--- config.mk ---
export PLATFORM = sky130hd
export DESIGN_NAME = stack_sequencer
export DESIGN_NICKNAME = d
export VERILOG_FILES = /design/src/rtl/stack_sequencer.sv
export SDC_FILE = /design/constraint.sdc
export NUM_CORES = 1
export LEC_CHECK = 0
export ABC_AREA = 1
export BUFFER_PORTS_ARGS = -buffer_cell sky130_fd_sc_hd__buf_4
export CAP_MARGIN = 20
export CORE_UTILIZATION = 55
export DETAILED_ROUTE_END_ITERATION = 12
export GPL_TIMING_DRIVEN = 0
export PLACE_DENSITY = 0.78
export REMOVE_ABC_BUFFERS = 1
export SLEW_MARGIN = 20
export SYNTH_ARGS = -nofsm -noshare
export SYNTH_HDL_FRONTEND = slang
export SYNTH_SLANG_ARGS = --single-unit
--- constraint.sdc ---
create_clock -name clk -period 7.8 [get_ports clk]
set_input_delay 1.95 -clock clk [delete_from_list [all_inputs] [get_ports clk]]
set_output_delay 1.95 -clock clk [all_outputs]
set_load 0.02 [all_outputs]
--- src/rtl/stack_sequencer.sv ---
// stack_sequencer: turns one stack-machine instruction at a time into the
// PUSH/POP/REPLACE/NONE command sequence for an operand stack, then reports
// completion with a one-cycle done pulse or latches a sticky trap.
module stack_sequencer #(
    parameter int unsigned WIDTH = 8
) (
    input  logic             clk,
    input  logic             reset,
    input  logic             in_valid,
    output logic             in_ready,
    input  logic [3:0]       in_opcode,
    input  logic [WIDTH-1:0] in_imm,
    output logic [1:0]       stack_op,
    output logic [WIDTH-1:0] stack_data,
    input  logic [WIDTH-1:0] stack_tos,
    input  logic [1:0]       stack_status,
    output logic             done,
    output logic             trap,
    output logic [1:0]       trap_code
);

    // Stack command encodings
    localparam logic [1:0] OP_NONE    = 2'd0;
    localparam logic [1:0] OP_PUSH    = 2'd1;
    localparam logic [1:0] OP_POP     = 2'd2;
    localparam logic [1:0] OP_REPLACE = 2'd3;

    // Stack status encodings
    localparam logic [1:0] ST_EMPTY     = 2'd1;
    localparam logic [1:0] ST_OVERFLOW  = 2'd2;
    localparam logic [1:0] ST_UNDERFLOW = 2'd3;

    // Instruction opcodes
    localparam logic [3:0] OPC_NOP   = 4'd0;
    localparam logic [3:0] OPC_CONST = 4'd1;
    localparam logic [3:0] OPC_DROP  = 4'd2;
    localparam logic [3:0] OPC_DUP   = 4'd3;
    localparam logic [3:0] OPC_EQZ   = 4'd4;
    localparam logic [3:0] OPC_ADD   = 4'd5;
    localparam logic [3:0] OPC_SUB   = 4'd6;
    localparam logic [3:0] OPC_AND   = 4'd7;
    localparam logic [3:0] OPC_OR    = 4'd8;
    localparam logic [3:0] OPC_XOR   = 4'd9;

    // Trap causes
    localparam logic [1:0] CAUSE_UNDERFLOW = 2'd1;
    localparam logic [1:0] CAUSE_OVERFLOW  = 2'd2;
    localparam logic [1:0] CAUSE_ILLEGAL   = 2'd3;

    typedef enum logic [2:0] {StIdle, StExec, StExec2, StCheck, StTrap} state_t;

    state_t           state_q, state_d;
    logic [3:0]       opcode_q;
    logic [WIDTH-1:0] imm_q;
    logic [WIDTH-1:0] b_q;
    logic             ready_q, ready_d;
    logic             done_q, done_d;
    logic             trap_q;
    logic [1:0]       code_q;
    logic [1:0]       cause_q, cause_d;
    logic             is_binary;
    logic [WIDTH-1:0] alu;

    assign is_binary = (opcode_q >= OPC_ADD) && (opcode_q <= OPC_XOR);

    // Binary result: a is the entry exposed by the pop, b was latched from the old top
    always_comb begin
        alu = '0;
        unique case (opcode_q)
            OPC_ADD: alu = stack_tos + b_q;
            OPC_SUB: alu = stack_tos - b_q;
            OPC_AND: alu = stack_tos & b_q;
            OPC_OR:  alu = stack_tos | b_q;
            OPC_XOR: alu = stack_tos ^ b_q;
            default: alu = '0;
        endcase
    end

    // Next-state and combinational stack command decode
    always_comb begin
        state_d    = state_q;
        cause_d    = cause_q;
        done_d     = 1'b0;
        stack_op   = OP_NONE;
        stack_data = '0;
        unique case (state_q)
            StIdle: begin
                if (in_valid) begin
                    if (in_opcode > OPC_XOR) begin
                        state_d = StTrap;
                        cause_d = CAUSE_ILLEGAL;
                    end else begin
                        state_d = StExec;
                    end
                end
            end
            StExec: begin
                unique case (opcode_q)
                    OPC_NOP: stack_op = OP_NONE;
                    OPC_CONST: begin
                        stack_op   = OP_PUSH;
                        stack_data = imm_q;
                    end
                    OPC_DROP: stack_op = OP_POP;
                    OPC_DUP: begin
                        stack_op   = OP_PUSH;
                        stack_data = stack_tos;
                    end
                    OPC_EQZ: begin
                        stack_op   = OP_REPLACE;
                        stack_data = {{(WIDTH-1){1'b0}}, (stack_tos == '0)};
                    end
                    default: stack_op = OP_POP;
                endcase
                state_d = is_binary ? StExec2 : StCheck;
            end
            StExec2: begin
                // EMPTY after the pop means the second operand never existed
                if (stack_status == ST_EMPTY) begin
                    state_d = StTrap;
                    cause_d = CAUSE_UNDERFLOW;
                end else begin
                    stack_op   = OP_REPLACE;
                    stack_data = alu;
                    state_d    = StCheck;
                end
            end
            StCheck: begin
                if (stack_status == ST_OVERFLOW) begin
                    state_d = StTrap;
                    cause_d = CAUSE_OVERFLOW;
                end else if (stack_status == ST_UNDERFLOW) begin
                    state_d = StTrap;
                    cause_d = CAUSE_UNDERFLOW;
                end else begin
                    done_d  = 1'b1;
                    state_d = StIdle;
                end
            end
            StTrap: state_d = StTrap;
            default: state_d = StIdle;
        endcase
        ready_d = (state_d == StIdle);
    end

    // State, latched operands and registered handshake/status outputs
    always_ff @(posedge clk or negedge reset) begin
        if (!reset) begin
            state_q  <= StIdle;
            opcode_q <= '0;
            imm_q    <= '0;
            b_q      <= '0;
            ready_q  <= 1'b1;
            done_q   <= 1'b0;
            trap_q   <= 1'b0;
            code_q   <= '0;
            cause_q  <= '0;
        end else begin
            state_q <= state_d;
            ready_q <= ready_d;
            done_q  <= done_d;
            cause_q <= cause_d;
            // trap and its code follow the TRAP state by one register stage
            trap_q  <= (state_q == StTrap);
            code_q  <= (state_q == StTrap) ? cause_q : 2'd0;
            if (state_q == StIdle && in_valid) begin
                opcode_q <= in_opcode;
                imm_q    <= in_imm;
            end
            if (state_q == StExec) begin
                b_q <= stack_tos;
            end
        end
    end

    assign in_ready  = ready_q;
    assign done      = done_q;
    assign trap      = trap_q;
    assign trap_code = code_q;

endmodule

==> out/results.md <==
Power
* 404 nW/um^2 — PD cells
* 1.58 nW — Leak Pwr
* 236 uV — largest voltage drop on the vdd net

Synth
* 30.1% — sequential share of the synthesized area
* 7.20 um^2 — synthesized area per cell
* 29.0% — top cell type's share of synthesized area
* dfrtp_1 — biggest area consumer among synthesized cells
* 0 — Warnings, synthesis
* 33 — post-synth cell types
* 347 — Mapped Cells
* 2500 um^2 — combined area of all synthesized cells
* 30 — post-synthesis sequential element count
* dfrtp_1 (29%), nand2_1 (17%), ha_1 (12%) — top cells by area, synth

Clock tree
* 0 — setup repair bufs after CTS
* 0 — number of buffers inserted for hold repair after clock tree synthesis
* clkbuf_8 — Clock Tree Root
* 30 — number of sinks handled by clock tree synthesis
* 2 — maximum root-to-sink buffer count
* 0 — post-cts repair resize count
* 290 ps — later-pin clock latency in the skew report
* done — CTS tree
* 5 — total CTS buffers
* 60 ps — CTS clock-pin slew for the worst setup and hold paths
* 2 — deepest level of the CTS H-tree

GRT
* 10400 um — global-route wire length before repair
* 4.22% — grt met3 use
* 27.0% — GRT Total Usage
* 35.4% — met1 Track Usage GR
* 2343 — vias in the first global route
* met2 — layer with the highest usage
* 31 — largest net degree at the start of global routing
* 0 — total congestion overflow after global routing
* 0 — initial antenna violation count
* 46.2% — GR Layer Usage met2

Cells and area
* 2930 um^2 — post-layout instance area
* nand2_1 (110), inv_1 (43), buf_4 (39), dfrtp_1 (29), o21ai_0 (25) — highest-count cells in the layout ignoring fill and taps
* 21.2% — share of post-route cells with drive strength above 1
* 440 — fin nets
* 1520 um^2 — combined area of the multi-input logic cells
* 17.1% — area overhead of the layout relative to synthesis
* 752 um^2 — sequential standard cell area
* nand2_1 — most frequent standard cell in the layout excluding fill and tap cells
* 0 — number of diodes
* 443 — final cell count without fillers
* 399 — number of fill cells in the layout

Critical path
* 4 — peak fanout along the critical path
* 4 — Bufs and invs on worst path
* 13 — stages on the worst setup path
* state_q[1]$_DFF_PN0_ — Critical R2R Launch
* 410 ps — Crit path largest cell delay
* in_ready$_DFF_PN1_ — FF-to-FF End
* fa_1 — slowest stage cell on the critical path
* stack_tos[0] — CP startpoint
* nand2_1 — library cell appearing most often on the critical path
* input pin to output pin — Critical Setup Path Class
* 4 — number of cells on the worst reg-to-reg path
* 5850 ps — required time at the worst-slack endpoint
* 5990 ps — register-to-register setup slack
* 3680 ps — worst endpoint data arrival time
* input pin — crit path launch type
* stack_data[4] — capturing instance or port of the critical path
* buf_4 -> inv_1 -> ha_1 -> fa_1 -> inv_1 -> nand2_1 -> a21oi_1 -> o21ai_0 -> nand2_1 -> o21ai_1 -> nand2_1 -> nand2_1 -> buf_4 — cells along the critical path
* adder cells — CP top delay family
* output pin — crit end category

Hold path
* flip-flop to flip-flop — path type of the worst min-delay path

Detailed routing
* 5.36 — vias per std cell
* 0 — post-detailed-route count of antenna-violating nets
* 2375 — via count
* 163 — Iter 0 DRT Violations
* 5900 um — overall routed net length
* 0 — number of remaining DRC errors
* 4 — drt pass-1 iters
* 13.3 um — wire per inst

Placed design
* 0.904 — last weighted congestion value of the routability-driven placer
* 2840 um^2 — total placed instance area
* 4640 um — detailed placer's ending HPWL
* 39 — Port Buf Inserts
* 435 — cell total after placement

STA
* 0 — number of setup violations in the final report
* 8.69 ps — setup clock skew after layout
* 178 MHz — Max Clk Rate
* false — setup repair after global routing missed its margin
* 40.6% — relative slew slack
* 0 — number of slew-limit violations in the final report
* 888 ps — slew at the pin closest to its max-slew limit
* 0 — Hold Violations, Final
* 0 ps — total negative setup slack
* 5630 ps — Tmin final
* 72.1% — Period Utilization, post-route

Floorplanning
* 69.4 um — width of the chip
* 69.4 um — overall die height
* 4350 um^2 — core area
* 40 — IO Count
* 24 — Rows
* 57.4% — effective utilization at floorplan
* 4820 um^2 — Die ar.

Run status
* finished, final reports clean — outcome

Job
* 0 — number of max-cap violations

## logic make-up (layout without fill, tap and decap cells)
logic type / Yosys count / after routing / share of synthesized area (%)
AO/OA/AOI/OAI: 56 / 56 / 13.0
XOR/XNOR: 6 / 6 / 2.10
adder cells (fa/ha/maj): 25 / 25 / 12.8
buffers and inverters: 57 / 101 / 8.96
flip-flops: 30 / 30 / 30.1
AND/OR/NAND/NOR: 173 / 173 / 33.0
## Yosys cell counts (all sizes together)
cell and count:
nand2 119, inv 54, o21ai 35, dfrtp 29, ha 24, nor2 20
nand3 17, a21oi 10, nor3 10, xor2 6, nand4 5, buf 3
o211ai 3, o2bb2ai 3, o2111ai 2, o31ai 2, dfstp 1, fa 1
nor4 1, o21bai 1, or2 1
## how the worst min path moves through the flow
| stage | cells past startpoint | slack [ps] | from | to |
|---|---|---|---|---|
| finish | 2 | 480 | imm_q[2]$_DFFE_PN0P_ | imm_q[2]$_DFFE_PN0P_ |
| global route | 2 | 520 | cause_q[0]$_DFFE_PN0P_ | trap_code[0]$_DFF_PN0_ |
| CTS | 2 | 480 | imm_q[1]$_DFFE_PN0P_ | imm_q[1]$_DFFE_PN0P_ |
| detailed placement | 2 | 470 | imm_q[1]$_DFFE_PN0P_ | imm_q[1]$_DFFE_PN0P_ |
| global placement | 2 | 460 | imm_q[4]$_DFFE_PN0P_ | imm_q[4]$_DFFE_PN0P_ |
| floorplan | 2 | 450 | imm_q[0]$_DFFE_PN0P_ | imm_q[0]$_DFFE_PN0P_ |
## registers in the layout (all words and copies together) (netlist names)
signal / count
state_q: 3
in_ready: 1
cause_q: 2
trap: 1
trap_code: 2
b_q: 8
done: 1
opcode_q: 4
imm_q: 8
## where the power goes
group	total (mW)	internal, mW	switching [mW]	leakage, nW
clock	0.134	0.0711	0.0628	0.0482
combinational	0.755	0.275	0.479	1.16
sequential	0.294	0.228	0.0664	0.373
total	1.18	0.574	0.609	1.58
## per-layer routing
layer / share of wire, % / routed length (um)
met5: 0 / 0
met4: 1.1 / 64
met3: 5.5 / 324
met2: 48 / 2850
met1: 45 / 2660
## area by class of cell
cell class              count  share of cell area [%]
inverters                  54                    6.92
clock buffers               7                    2.95
repair buffers             39                    10.0
clock inverters             1                   0.171
flip-flops and latches     30                    25.7
multi-input cells         260                    52.1
well taps                  52                    2.22
## stage by stage
step	utilization (%)	hold WS [ps]	setup WS [ps]	power, mW
floorplan	-	449	2620	0.856
global placement	65.1	464	2270	1.02
detailed placement	65.1	468	2210	1.05
CTS	67.2	484	2210	1.18
global route	67.2	525	2090	1.32
finish	67.2	483	2170	1.18
## worst min-delay path, stage by stage (launching register included)
cell,delay (ps)
dfrtp_1,340
nand2_1,60
nand2_1,50
Power figures use the tool's default switching activity.
